`src/rtl/fir_result_framer_if.sv`:
```
// Handshake/data bundle between the FIR accumulator, the result framer and the SPI slave.
// The master side produces result blocks and packet boundaries; the slave side is the framer.
interface fir_result_framer_if #(
    parameter int unsigned SAMPLES_NUM  = 2,
    parameter int unsigned ACC_WIDTH    = 32,
    parameter int unsigned PACKET_BYTES = 8
);
    logic                               result_valid;
    logic [ACC_WIDTH*SAMPLES_NUM-1:0]   result_data;
    logic                               packet_done;
    logic                               clear_flags;
    logic [PACKET_BYTES*8-1:0]          tx_data;
    logic                               ready;
    logic                               busy;
    logic                               overrun;
    logic                               underrun;
    logic [15:0]                        sat_count;

    modport master (
        output result_valid, result_data, packet_done, clear_flags,
        input  tx_data, ready, busy, overrun, underrun, sat_count
    );

    modport slave (
        input  result_valid, result_data, packet_done, clear_flags,
        output tx_data, ready, busy, overrun, underrun, sat_count
    );
endinterface

```
`src/rtl/fir_result_framer.sv`:
```
// Captures a block of wide FIR results, rounds/shifts/saturates one sample per clock into a
// packet-wide staging word, and hands it to the SPI transmit path on each packet boundary.
module fir_result_framer #(
    parameter int unsigned SAMPLES_NUM  = 2,
    parameter int unsigned ACC_WIDTH    = 32,
    parameter int unsigned OUT_WIDTH    = 16,
    parameter int unsigned SHIFT        = 8,
    parameter int unsigned PACKET_BYTES = 8
) (
    input logic               clk,
    input logic               rst,
    fir_result_framer_if.slave bus
);
    localparam int unsigned P    = PACKET_BYTES * 8;
    localparam int unsigned IdxW = (SAMPLES_NUM > 1) ? $clog2(SAMPLES_NUM) : 1;
    // Half an LSB of the shifted result; zero when no shift is applied.
    localparam logic signed [ACC_WIDTH:0] RndVal = ((ACC_WIDTH + 1)'(1) << SHIFT) >> 1;
    localparam logic signed [ACC_WIDTH:0] MaxVal =
        {{(ACC_WIDTH - OUT_WIDTH + 2){1'b0}}, {(OUT_WIDTH - 1){1'b1}}};
    localparam logic signed [ACC_WIDTH:0] MinVal =
        {{(ACC_WIDTH - OUT_WIDTH + 2){1'b1}}, {(OUT_WIDTH - 1){1'b0}}};

    typedef enum logic [1:0] {StIdle, StScale, StReady} state_e;

    state_e                           state_q, state_d;
    logic [ACC_WIDTH*SAMPLES_NUM-1:0] in_q, in_d;
    logic [IdxW-1:0]                  idx_q, idx_d;
    logic [P-1:0]                     staging_q, staging_d;
    logic [P-1:0]                     tx_q, tx_d;
    logic                             overrun_q, overrun_d;
    logic                             underrun_q, underrun_d;
    logic [15:0]                      sat_q, sat_d, sat_base;

    logic [ACC_WIDTH-1:0]             sample;
    logic signed [ACC_WIDTH:0]        rounded, shifted;
    logic                             clip_hi, clip_lo;
    logic [OUT_WIDTH-1:0]             sat_val;

    // One extra bit keeps the rounding add from wrapping.
    always_comb begin
        sample = '0;
        for (int i = 0; i < SAMPLES_NUM; i++) begin
            if (idx_q == IdxW'(i)) sample = in_q[i*ACC_WIDTH +: ACC_WIDTH];
        end
        rounded = {sample[ACC_WIDTH-1], sample} + RndVal;
        shifted = rounded >>> SHIFT;
        clip_hi = shifted > MaxVal;
        clip_lo = shifted < MinVal;
        if (clip_hi)      sat_val = MaxVal[OUT_WIDTH-1:0];
        else if (clip_lo) sat_val = MinVal[OUT_WIDTH-1:0];
        else              sat_val = shifted[OUT_WIDTH-1:0];
    end

    always_comb begin
        state_d    = state_q;
        in_d       = in_q;
        idx_d      = idx_q;
        staging_d  = staging_q;
        tx_d       = tx_q;
        overrun_d  = bus.clear_flags ? 1'b0 : overrun_q;
        underrun_d = bus.clear_flags ? 1'b0 : underrun_q;
        sat_base   = bus.clear_flags ? 16'd0 : sat_q;
        sat_d      = sat_base;

        if (bus.packet_done) begin
            if (state_q == StReady) begin
                tx_d = staging_q;
            end else begin
                tx_d       = '0;
                underrun_d = 1'b1;
            end
        end

        unique case (state_q)
            StIdle: begin
                if (bus.result_valid) begin
                    in_d    = bus.result_data;
                    idx_d   = '0;
                    state_d = StScale;
                end
            end
            StScale: begin
                // Sample 0 lands in the MSBs so it is shifted out first.
                for (int i = 0; i < SAMPLES_NUM; i++) begin
                    if (idx_q == IdxW'(i)) staging_d[P-1-i*OUT_WIDTH -: OUT_WIDTH] = sat_val;
                end
                if ((clip_hi || clip_lo) && sat_base != 16'hFFFF) sat_d = sat_base + 16'd1;
                if (idx_q == IdxW'(SAMPLES_NUM - 1)) state_d = StReady;
                else                                 idx_d   = idx_q + IdxW'(1);
                if (bus.result_valid) overrun_d = 1'b1;
            end
            StReady: begin
                if (bus.packet_done) begin
                    if (bus.result_valid) begin
                        in_d    = bus.result_data;
                        idx_d   = '0;
                        state_d = StScale;
                    end else begin
                        state_d = StIdle;
                    end
                end else if (bus.result_valid) begin
                    overrun_d = 1'b1;
                end
            end
            default: state_d = StIdle;
        endcase
    end

    always_ff @(posedge clk or posedge rst) begin
        if (rst) begin
            state_q    <= StIdle;
            in_q       <= '0;
            idx_q      <= '0;
            staging_q  <= '0;
            tx_q       <= '0;
            overrun_q  <= 1'b0;
            underrun_q <= 1'b0;
            sat_q      <= '0;
        end else begin
            state_q    <= state_d;
            in_q       <= in_d;
            idx_q      <= idx_d;
            staging_q  <= staging_d;
            tx_q       <= tx_d;
            overrun_q  <= overrun_d;
            underrun_q <= underrun_d;
            sat_q      <= sat_d;
        end
    end

    assign bus.tx_data   = tx_q;
    assign bus.ready     = (state_q == StReady);
    assign bus.busy      = (state_q == StScale);
    assign bus.overrun   = overrun_q;
    assign bus.underrun  = underrun_q;
    assign bus.sat_count = sat_q;
endmodule

```
`src/flat_wrapper.sv`:
```
// flat-port wrapper written by rule: the top's interface ports become plain ports
module fir_result_framer_flat 
#(
    parameter int unsigned SAMPLES_NUM  = 2,
    parameter int unsigned ACC_WIDTH    = 32,
    parameter int unsigned OUT_WIDTH    = 16,
    parameter int unsigned SHIFT        = 8,
    parameter int unsigned PACKET_BYTES = 8
)
  (clk, rst, bus_result_valid, bus_result_data, bus_packet_done, bus_clear_flags, bus_tx_data, bus_ready, bus_busy, bus_overrun, bus_underrun, bus_sat_count);
  fir_result_framer_if #(.SAMPLES_NUM(SAMPLES_NUM), .ACC_WIDTH(ACC_WIDTH), .PACKET_BYTES(PACKET_BYTES)) bus_i ();
  input logic clk;
  input logic rst;
  input wire logic [$bits(bus_i.result_valid)-1:0] bus_result_valid;
  input wire logic [$bits(bus_i.result_data)-1:0] bus_result_data;
  input wire logic [$bits(bus_i.packet_done)-1:0] bus_packet_done;
  input wire logic [$bits(bus_i.clear_flags)-1:0] bus_clear_flags;
  output wire logic [$bits(bus_i.tx_data)-1:0] bus_tx_data;
  output wire logic [$bits(bus_i.ready)-1:0] bus_ready;
  output wire logic [$bits(bus_i.busy)-1:0] bus_busy;
  output wire logic [$bits(bus_i.overrun)-1:0] bus_overrun;
  output wire logic [$bits(bus_i.underrun)-1:0] bus_underrun;
  output wire logic [$bits(bus_i.sat_count)-1:0] bus_sat_count;
  assign bus_i.result_valid = bus_result_valid;
  assign bus_i.result_data = bus_result_data;
  assign bus_i.packet_done = bus_packet_done;
  assign bus_i.clear_flags = bus_clear_flags;
  assign bus_tx_data = bus_i.tx_data;
  assign bus_ready = bus_i.ready;
  assign bus_busy = bus_i.busy;
  assign bus_overrun = bus_i.overrun;
  assign bus_underrun = bus_i.underrun;
  assign bus_sat_count = bus_i.sat_count;
  fir_result_framer #(.SAMPLES_NUM(SAMPLES_NUM), .ACC_WIDTH(ACC_WIDTH), .OUT_WIDTH(OUT_WIDTH), .SHIFT(SHIFT), .PACKET_BYTES(PACKET_BYTES)) u_core (.clk(clk), .rst(rst), .bus(bus_i));
endmodule
```
`config.mk`:
```
export PLATFORM = sky130hd
export DESIGN_NAME = fir_result_framer_flat
export DESIGN_NICKNAME = d
export VERILOG_FILES = /design/src/rtl/fir_result_framer_if.sv /design/src/rtl/fir_result_framer.sv /design/src/flat_wrapper.sv
export SDC_FILE = /design/constraint.sdc
export NUM_CORES = 1
export LEC_CHECK = 0
export BUFFER_PORTS_ARGS = -buffer_cell sky130_fd_sc_hd__buf_2
export CAP_MARGIN = 20
export CORE_MARGIN = 5
export CORE_UTILIZATION = 45
export DETAILED_ROUTE_END_ITERATION = 6
export GPL_TIMING_DRIVEN = 0
export PLACE_DENSITY = 0.68
export RECOVER_POWER = 25
export SETUP_SLACK_MARGIN = 0.4
export SYNTH_ARGS = -nofsm -noshare
export SYNTH_HDL_FRONTEND = slang
export SYNTH_SLANG_ARGS = --single-unit
```
`constraint.sdc`:
```
create_clock -name clk -period 6.4 [get_ports clk]
set_input_delay 0.64 -clock clk [delete_from_list [all_inputs] [get_ports clk]]
set_output_delay 0.64 -clock clk [all_outputs]
set_load 0.02 [all_outputs]
```
[Word-level counts from Yosys, hierarchy flattened]
Index checks and enable logic that the tools add are counted.
Operators by class
  add/sub/neg operators: 3
  $lt $le $gt $ge: 2
  equal/unequal tests: 6
  mux-type cells: 26
  bitwise logic cells: 1
  reductions and logical operators: 10
Operators with widths (count)
  2-to-1 mux 64 bit: 3
  case mux 64 bit (2 select lines): 1
  2-to-1 mux 16 bit: 5
  adder 32 x 9 -> 33 bit, second input constant: 1
  2-to-1 mux 32 bit: 1
  > comparator 25 x 16 -> 1 bit, second input constant: 1
  < comparator 25 x 16 -> 1 bit, second input constant: 1
  adder 16 x 1 -> 16 bit, second input constant: 1
  != test 16 bit, second input constant: 1
  2-to-1 mux 1 bit: 10
  AND reduction 2 bit: 4
  2-to-1 mux 2 bit: 3
  case mux 2 bit (3 select lines): 1
  != test 2 bit, second input constant: 2
  case mux 1 bit (3 select lines): 1
  AND reduction 3 bit: 1
  nonzero test 3 bit: 1
  == test 2 x 1 -> 1 bit, second input constant: 1
  == test 2 bit, second input constant: 1
  zero test 2 bit: 1
  != test 2 x 1 -> 1 bit, second input constant: 1
  case mux 1 bit (2 select lines): 1
  nonzero test 2 bit: 1
  adder 1 bit, second input constant: 1
  3 further kinds: 3
Word-level totals
  register bits after elaboration: 181
  bits of input ports: 69
  output and inout bits: 84
  word-level logic and storage cells: 57

[Logic depth before layout (Yosys ltp)]
Gate-level depths: netlist of run 1.
  depth after elaboration: 7
  mapped depth: 17
  gate-level depth less buffers: 10

[Least setup slack after synthesis of run 1]
OpenSTA, ideal clock, no wires.
  kind: register -> register
  from: register u_core.idx_q
  to: register u_core.sat_q[9], in the netlist u_core.bus.sat_count[9]
  arrival: 3616 ps
  data required time: 6272 ps
  path slack: 2656 ps
  cell stages (with the launch flop): 16
  path buffers: 5
  path through: dfrtp_1 -> buf_6 -> buf_8 -> buf_2 -> buf_2 -> buf_1 -> mux2_2 -> ha_1 -> nand4_1 -> nand2_1 -> nand4_1 -> xnor2_1 -> o41ai_2 -> or3_1 -> nor4b_2 -> mux2_1
Between the ends
  word-level cells in the longest chain between the ends: 7
RTL lines
  start, declared: RTL line fir_result_framer.sv:27  | logic [IdxW-1:0] idx_q, idx_d;
  start signal, assigned: RTL line fir_result_framer.sv:122  | idx_q <= idx_d;
  2-to-1 mux 32 bit *: RTL line fir_result_framer.sv:43  | if (idx_q == IdxW'(i)) sample = in_q[i*ACC_WIDTH +: ACC_WIDTH];
  adder 32 x 9 -> 33 bit *: RTL line fir_result_framer.sv:45  | rounded = {sample[ACC_WIDTH-1], sample} + RndVal;
  > comparator 25 x 16 -> 1 bit / < comparator 25 x 16 -> 1 bit (equally long branches): RTL line fir_result_framer.sv:47, fir_result_framer.sv:48
  logical OR 1 bit *: RTL line fir_result_framer.sv:87  | if ((clip_hi || clip_lo) && sat_base != 16'hFFFF) sat_d = sat_base + 16'd1;
  logical AND 1 bit *: RTL line fir_result_framer.sv:87
  2-to-1 mux 16 bit *: RTL line fir_result_framer.sv:87
  2-to-1 mux 16 bit *: RTL line fir_result_framer.sv:74  | unique case (state_q)
  net u_core.sat_d[9]: RTL line fir_result_framer.sv:32  | logic [15:0] sat_q, sat_d, sat_base;
  end signal, assigned: RTL line fir_result_framer.sv:127  | sat_q <= sat_d;
  end, declared: RTL line fir_result_framer.sv:32
Mark *: on every way through the listed nets, which the timed path passes. The rest lies on a longest branch.
A chain may end at the register's enable or synchronous reset.

[Worst setup path in the final report of run 1]
Ends and elaborated chain as after synthesis.

==> flow_summary.toml, run 1 <==
[status]
status = "finished, violations left"
violations = "capacitance limit, slew limit"

[floorplanning]
start_util_pct = 45.5
die_y_um = 133
fp.dieW_um = 133
ioPinCount = 153
rows = 45
coreArea_sq_um = 15000
die_area_sq_um = 17800

[routing]
wirelength_um = 16600
drtIter0Drc = 399
detail-route-antenna-nets = 0
drt_pass1_iterations = 7
drc = 0
wl_per_cell_um = 16.4
vias_per_cell = 5.27
via_count = 5303

[setup_path]
cp-start-kind = "flop"
cp_data_arrival_time_ns = 4.83
path_buf_inv = 5
worstPathRequired_ns = 6.69
crit_path_max_incr_delay_ns = 0.52
path_cells = "buf_6, buf_8, buf_2, buf_2, buf_1, mux2_2, ha_1, nand4_1, nand2_1, nand4_1, xnor2_1, o41ai_2, or3_1, nor4b_2, mux2_1"
cp_max_fo = 10
critical_path_class = "flop to flop"
end_kind = "flop"
cp_top_family = "simple AND/OR/NAND/NOR gates"
cp_slowest_cell = "buf_1"

[clock_tree]
clock_latency_ns = 0.42
clk_path_buf_depth = 2
cts_sinks = 135
cts_max_level = 4
post_cts_resized = 0
cts-root-buf = "clkbuf_16"
holdBufCountCts = 0
cts-buffers-inserted = 17
clkSlewWorstSetupHoldPaths_ns = 0.06
cts_tree = "done"
post_cts_buffers = 0

[global_routing]
grt_pass1_vias = 5480
grtUsageTotal_pct = 19.2
overflow = 0
grt_first_pass_wirelength_um = 27400
antenna_found_initial = 0
grt_max_degree = 81

[final_layout]
area_growth_pct = 22.2
diodes = 0
final_common_cell = "dfrtp_1"
final_area_sq_um = 8360
register_area_sq_um = 3380
fill_cells = 1333
multi_input_area_sq_um = 3080
mostFrequentLayoutCells = "dfrtp_1 (135), buf_2 (111), mux2_2 (58)"
layout.nets = 881
drive_above_1_share_pct = 29.9

[timing]
setup_violations = 0
fmaxAchievable_ghz = 0.221
slew_violations = 56
rsz0062_at_grt = "no"
layout_setup_ws_ns = 1.87
period_needed_ns = 4.53
max_slew_margin_pct = -68.6
setup_tns_ns = 0
finalHoldViolCount = 0
finalCritPeriodShare_pct = 70.8
finClkSkew_ns = 0.0102
tightest_slew_ns = 2.52

[power_and_ir_drop]
p_leak_nw = 3.91
powerDensity_nw_per_um2 = 472
irDropWorstVdd_mv = 0.260

[yosys]
ys_warn_count = 0
synth_area_per_cell_sq_um = 10.5
synth_flop_cell = "dfrtp_1"
ys_seq_area_share_pct = 49.4
ys_types = 56
ys_ff_latch = 135
ys_async_sr_fraction_pct = 100
synthCells = 650
synth_edf_count = 0
synth_area_sq_um = 6840

[flow_run]
cap_viol_max_count = 1

[placed_design]
dpl_worst_slack_ns = 1.91
postPlaceCellArea_sq_um = 7750
gp_congestion = 0.895
dp_hpwl_um = 12700
portBuffers = 105

[min_path]
hold_path_class = "input port to flop"
-- path summary, 6_finish.rpt --
kind	startpoint	to	slack [ns]	cells after the start
worst min-delay path	bus_result_data[46]	u_core.in_q[46]$_DFFE_PP0P_	0.45	2
worst min register to register	u_core.staging_q[48]$_DFFE_PP0P_	u_core.staging_q[48]$_DFFE_PP0P_	0.48	2
worst max register to register	u_core.idx_q$_DFFE_PP0P_	u_core.bus.sat_count[9]$_DFF_PP0_	1.87	15
min in group asynchronous	rst	u_core.in_q[16]$_DFFE_PP0P_	0.91	2
worst max-delay path	u_core.idx_q$_DFFE_PP0P_	u_core.bus.sat_count[9]$_DFF_PP0_	1.87	15
max in group asynchronous	rst	u_core.in_q[28]$_DFFE_PP0P_	4.33	2
-- cell type report --
| type | instances | area share [%] |
|---|---|---|
| Buffer | 66 | 4.80 |
| Clock buffer | 20 | 5.34 |
| Clock inverter | 12 | 2.01 |
| Inverter | 26 | 1.18 |
| Multi-Input combinational cell | 454 | 36.8 |
| Sequential cell | 135 | 40.4 |
| Tap cell | 188 | 2.81 |
| Timing Repair Buffer | 106 | 6.61 |
-- cell usage after synthesis, types with 16 or more instances --
library cell	number	area share, %
nand2b_1	16	1.5
mux2i_1	21	3.1
nand3_1	31	2.3
nand2_1	57	3.1
nor2_1	21	1.2
inv_1	25	1.4
clkbuf_1	22	1.2
mux2_2	58	9.5
o21ai_0	54	4.0
a22o_1	16	2.0
dfrtp_1	135	49
buf_4	32	3.5
a21oi_1	27	2.0
-- per-stage QoR --
stage,power (W),utilization (%),cells,hold slack (ns)
global placement,0.00288,51.3,974,0.461
CTS,0.00397,55.6,1007,0.276
finish,0.00395,55.6,1007,0.449
global route,0.00420,55.6,1007,0.438
detailed placement,0.00294,51.6,975,0.474
floorplan,0.00249,-,681,0.451
-- kinds of logic (layout without fill, tap and decap cells) --
family / Yosys count / after routing / share of synthesized area (%)
other: 1 / 32 / 0.0548
flip-flops: 135 / 135 / 49.4
XOR/XNOR: 25 / 25 / 3.20
AO/OA/AOI/OAI: 124 / 124 / 11.3
multiplexers: 80 / 80 / 12.8
AND/OR/NAND/NOR: 187 / 187 / 14.9
adder cells (fa/ha/maj): 6 / 6 / 1.10
buffers and inverters: 92 / 230 / 7.30
-- routing by layer --
metal / up-vias / part of all wire, % / global-route usage (%)
met5: - / 0 / 0
met4: 0 / 1.5 / 6.57
met3: 17 / 6.2 / 4.80
met2: 171 / 49 / 31.5
met1: 2564 / 43 / 24.8
li1: 2551 / - / -
-- flip-flops by register name (all words and copies together) (netlist names) --
register              flops
u_core.state_q            2
u_core.in_q              50
u_core.staging_q         32
u_core.bus.overrun        1
u_core.idx_q              1
u_core.bus.sat_count     16
u_core.bus.tx_data       32
u_core.bus.underrun       1
-- report_power, final --
group          switching [W]  leakage [nW]  internal [W]  total, W
sequential          0.000261          1.71       0.00118   0.00144
combinational       0.000866          1.91      0.000634   0.00150
clock               0.000379         0.296      0.000630   0.00101
(Power assumes the default switching activity.)
==> run 2: changes to the inputs <==
Settings changed: PLACE_DENSITY 0.68 to 0.71.
Clock period 6.4 ns to 3.6 ns, I/O delays scaled along.
==> run 2 against run 1 <==
  * The run still ends with capacitance limit, slew limit left
  * Largest power group unchanged
  * Combinational power grew 140%
  * Highest routed layer unchanged
  * Register-to-register slack got worse by 1.6 ns
  * First-iteration DRC count is 16% lower
  * Setup slack got worse by 1.6 ns
==> flow_summary.toml, run 2 (same netlist as run 1, synthesis figures left out) <==
[status]
status = "finished, violations left"
violations = "capacitance limit, slew limit"

[flow_run]
cap_viol_max_count = 3

[final_layout]
drive_above_1_share_pct = 37.9
area_growth_pct = 33.4
fill_cells = 1249
regMostFlops = "u_core.in_q"
layout.nets = 912
mostFrequentLayoutCells = "dfrtp_1 (135), buf_2 (106), nand2_1 (55), mux2_2 (55), buf_4 (51)"
multi_input_area_sq_um = 3430
final_common_cell = "dfrtp_1"
largest_reg_flops = 50
register_area_sq_um = 3380
diodes = 0

[global_routing]
antenna_found_initial = 0
grt_max_degree = 42
grt_pass1_vias = 5428
grt_first_pass_wirelength_um = 27100
overflow = 0
grtUsageTotal_pct = 19.1

[routing]
via_count = 5482
drtIter0Drc = 335
wirelength_um = 17500
drc = 0
detail-route-antenna-nets = 0
drt_pass1_iterations = 6
vias_per_cell = 5.29
wl_per_cell_um = 16.9

[timing]
tightest_slew_ns = 1.69
slew_violations = 99
rsz0062_at_grt = "yes"
hold_slack_ns = 0.165
finalCritPeriodShare_pct = 93.3
setup_violations = 0
finClkSkew_ns = 0.0140
fmaxAchievable_ghz = 0.298
period_needed_ns = 3.36
layout_setup_ws_ns = 0.241
finalHoldViolCount = 0
max_slew_margin_pct = -13.0

[clock_tree]
clkSlewWorstSetupHoldPaths_ns = 0.06
cts_tree = "done"
cts-root-buf = "clkbuf_16"
holdBufCountCts = 0
clk_path_buf_depth = 2
cts_max_level = 4
cts-buffers-inserted = 17
clock_latency_ns = 0.43
cts_sinks = 135

[setup_path]
worstPathRequired_ns = 3.90
cp_max_fo = 4
cp_slowest_cell = "dfrtp_1"
path_buf_inv = 5
crit_path_max_incr_delay_ns = 0.38
path_cells = "buf_6, buf_8, buf_8, buf_12, buf_12, mux2_4, ha_4, nand4b_1, a22oi_1, nand4_1, xnor2_2, o41ai_4, or3_4, nor4b_4, mux2_4"
cp_top_family = "simple AND/OR/NAND/NOR gates"
cp_data_arrival_time_ns = 3.66
critical_path_class = "flop to flop"
cp-start-kind = "flop"
end_kind = "flop"

[floorplanning]
fp.dieW_um = 133
ioPinCount = 153
rows = 45
die_area_sq_um = 17800
start_util_pct = 45.5
coreArea_sq_um = 15000
die_y_um = 133

[power_and_ir_drop]
powerDensity_nw_per_um2 = 877
p_leak_nw = 4.21
irDropWorstVdd_mv = 0.462

[placed_design]
portBuffers = 105
gp_congestion = 0.861
dpl_worst_slack_ns = -0.0931
dp_hpwl_um = 12200

[min_path]
hold_path_class = "input port to flop"
[run 2: path summary, 6_finish.rpt]
path | from | end | slack, ns | cells after the start
max in group asynchronous | rst | u_core.bus.tx_data[41]$_DFFE_PP0P_ | 1.11 | 3
worst min-delay path | bus_result_data[10] | u_core.in_q[10]$_DFFE_PP0P_ | 0.16 | 2
min in group asynchronous | rst | u_core.staging_q[56]$_DFFE_PP0P_ | 0.34 | 2
worst max-delay path | u_core.idx_q$_DFFE_PP0P_ | u_core.bus.sat_count[9]$_DFF_PP0_ | 0.24 | 15
worst max register to register | u_core.idx_q$_DFFE_PP0P_ | u_core.bus.sat_count[9]$_DFF_PP0_ | 0.24 | 15
worst min register to register | u_core.bus.sat_count[5]$_DFF_PP0_ | u_core.bus.sat_count[5]$_DFF_PP0_ | 0.48 | 1
[run 2: timing repair]
| item | CTS | global route |
|---|---|---|
| setup buffers | 20 | 6 |
| setup endpoints to repair | 46 | 46 |
| pin swaps | 21 | 22 |
| gates resized for setup | 43 | 78 |
| cloned | 1 | 2 |
[run 2: cell type report]
class / instances / share of cell area (%)
clock buffer: 19 / 4.86
sequential: 135 / 37.0
buffer: 66 / 5.42
inverter: 26 / 1.08
multi-input combinational: 454 / 37.6
tap: 188 / 2.58
clock inverter: 12 / 2.08
timing repair buffer: 137 / 9.34
[run 2: where the power goes]
part / internal, W / switching, W / total [W]
registers: 0.00209 / 0.000465 / 0.00256
clock network: 0.00119 / 0.000685 / 0.00187
logic: 0.00163 / 0.00193 / 0.00357
total: 0.00491 / 0.00308 / 0.00800
[run 2: worst register-to-register path, cell delays in order (launching register included)]
cell	delay (ns)
dfrtp_1	0.38
buf_6	0.13
buf_8	0.12
buf_8	0.12
buf_12	0.12
buf_12	0.12
mux2_4	0.21
ha_4	0.13
nand4b_1	0.14
a22oi_1	0.20
nand4_1	0.21
xnor2_2	0.26
o41ai_4	0.11
or3_4	0.38
nor4b_4	0.32
mux2_4	0.32
[run 2: routing by layer]
layer | wire (um) | vias to the layer above | track usage, %
li1 | - | 2613 | -
met2 | 8460 | 186 | 30.2
met5 | 0 | - | 0
met3 | 1020 | 34 | 4.53
met4 | 373 | 0 | 8.06
met1 | 7660 | 2649 | 25.4
[run 2: metrics by stage]
stage          TNS (ns)  cell area, sq um  power (W)  instances  utilization, %
2_1_floorplan         0              7010    0.00448        681               -
3_3_place_gp     -0.113              7770    0.00517        974            51.7
3_5_place_dp      -1.04              7830    0.00524        977            52.1
4_1_cts               0              8810    0.00746       1029            58.6
5_1_grt               0              9120    0.00845       1037            60.7
6_report              0              9120    0.00800       1037            60.7
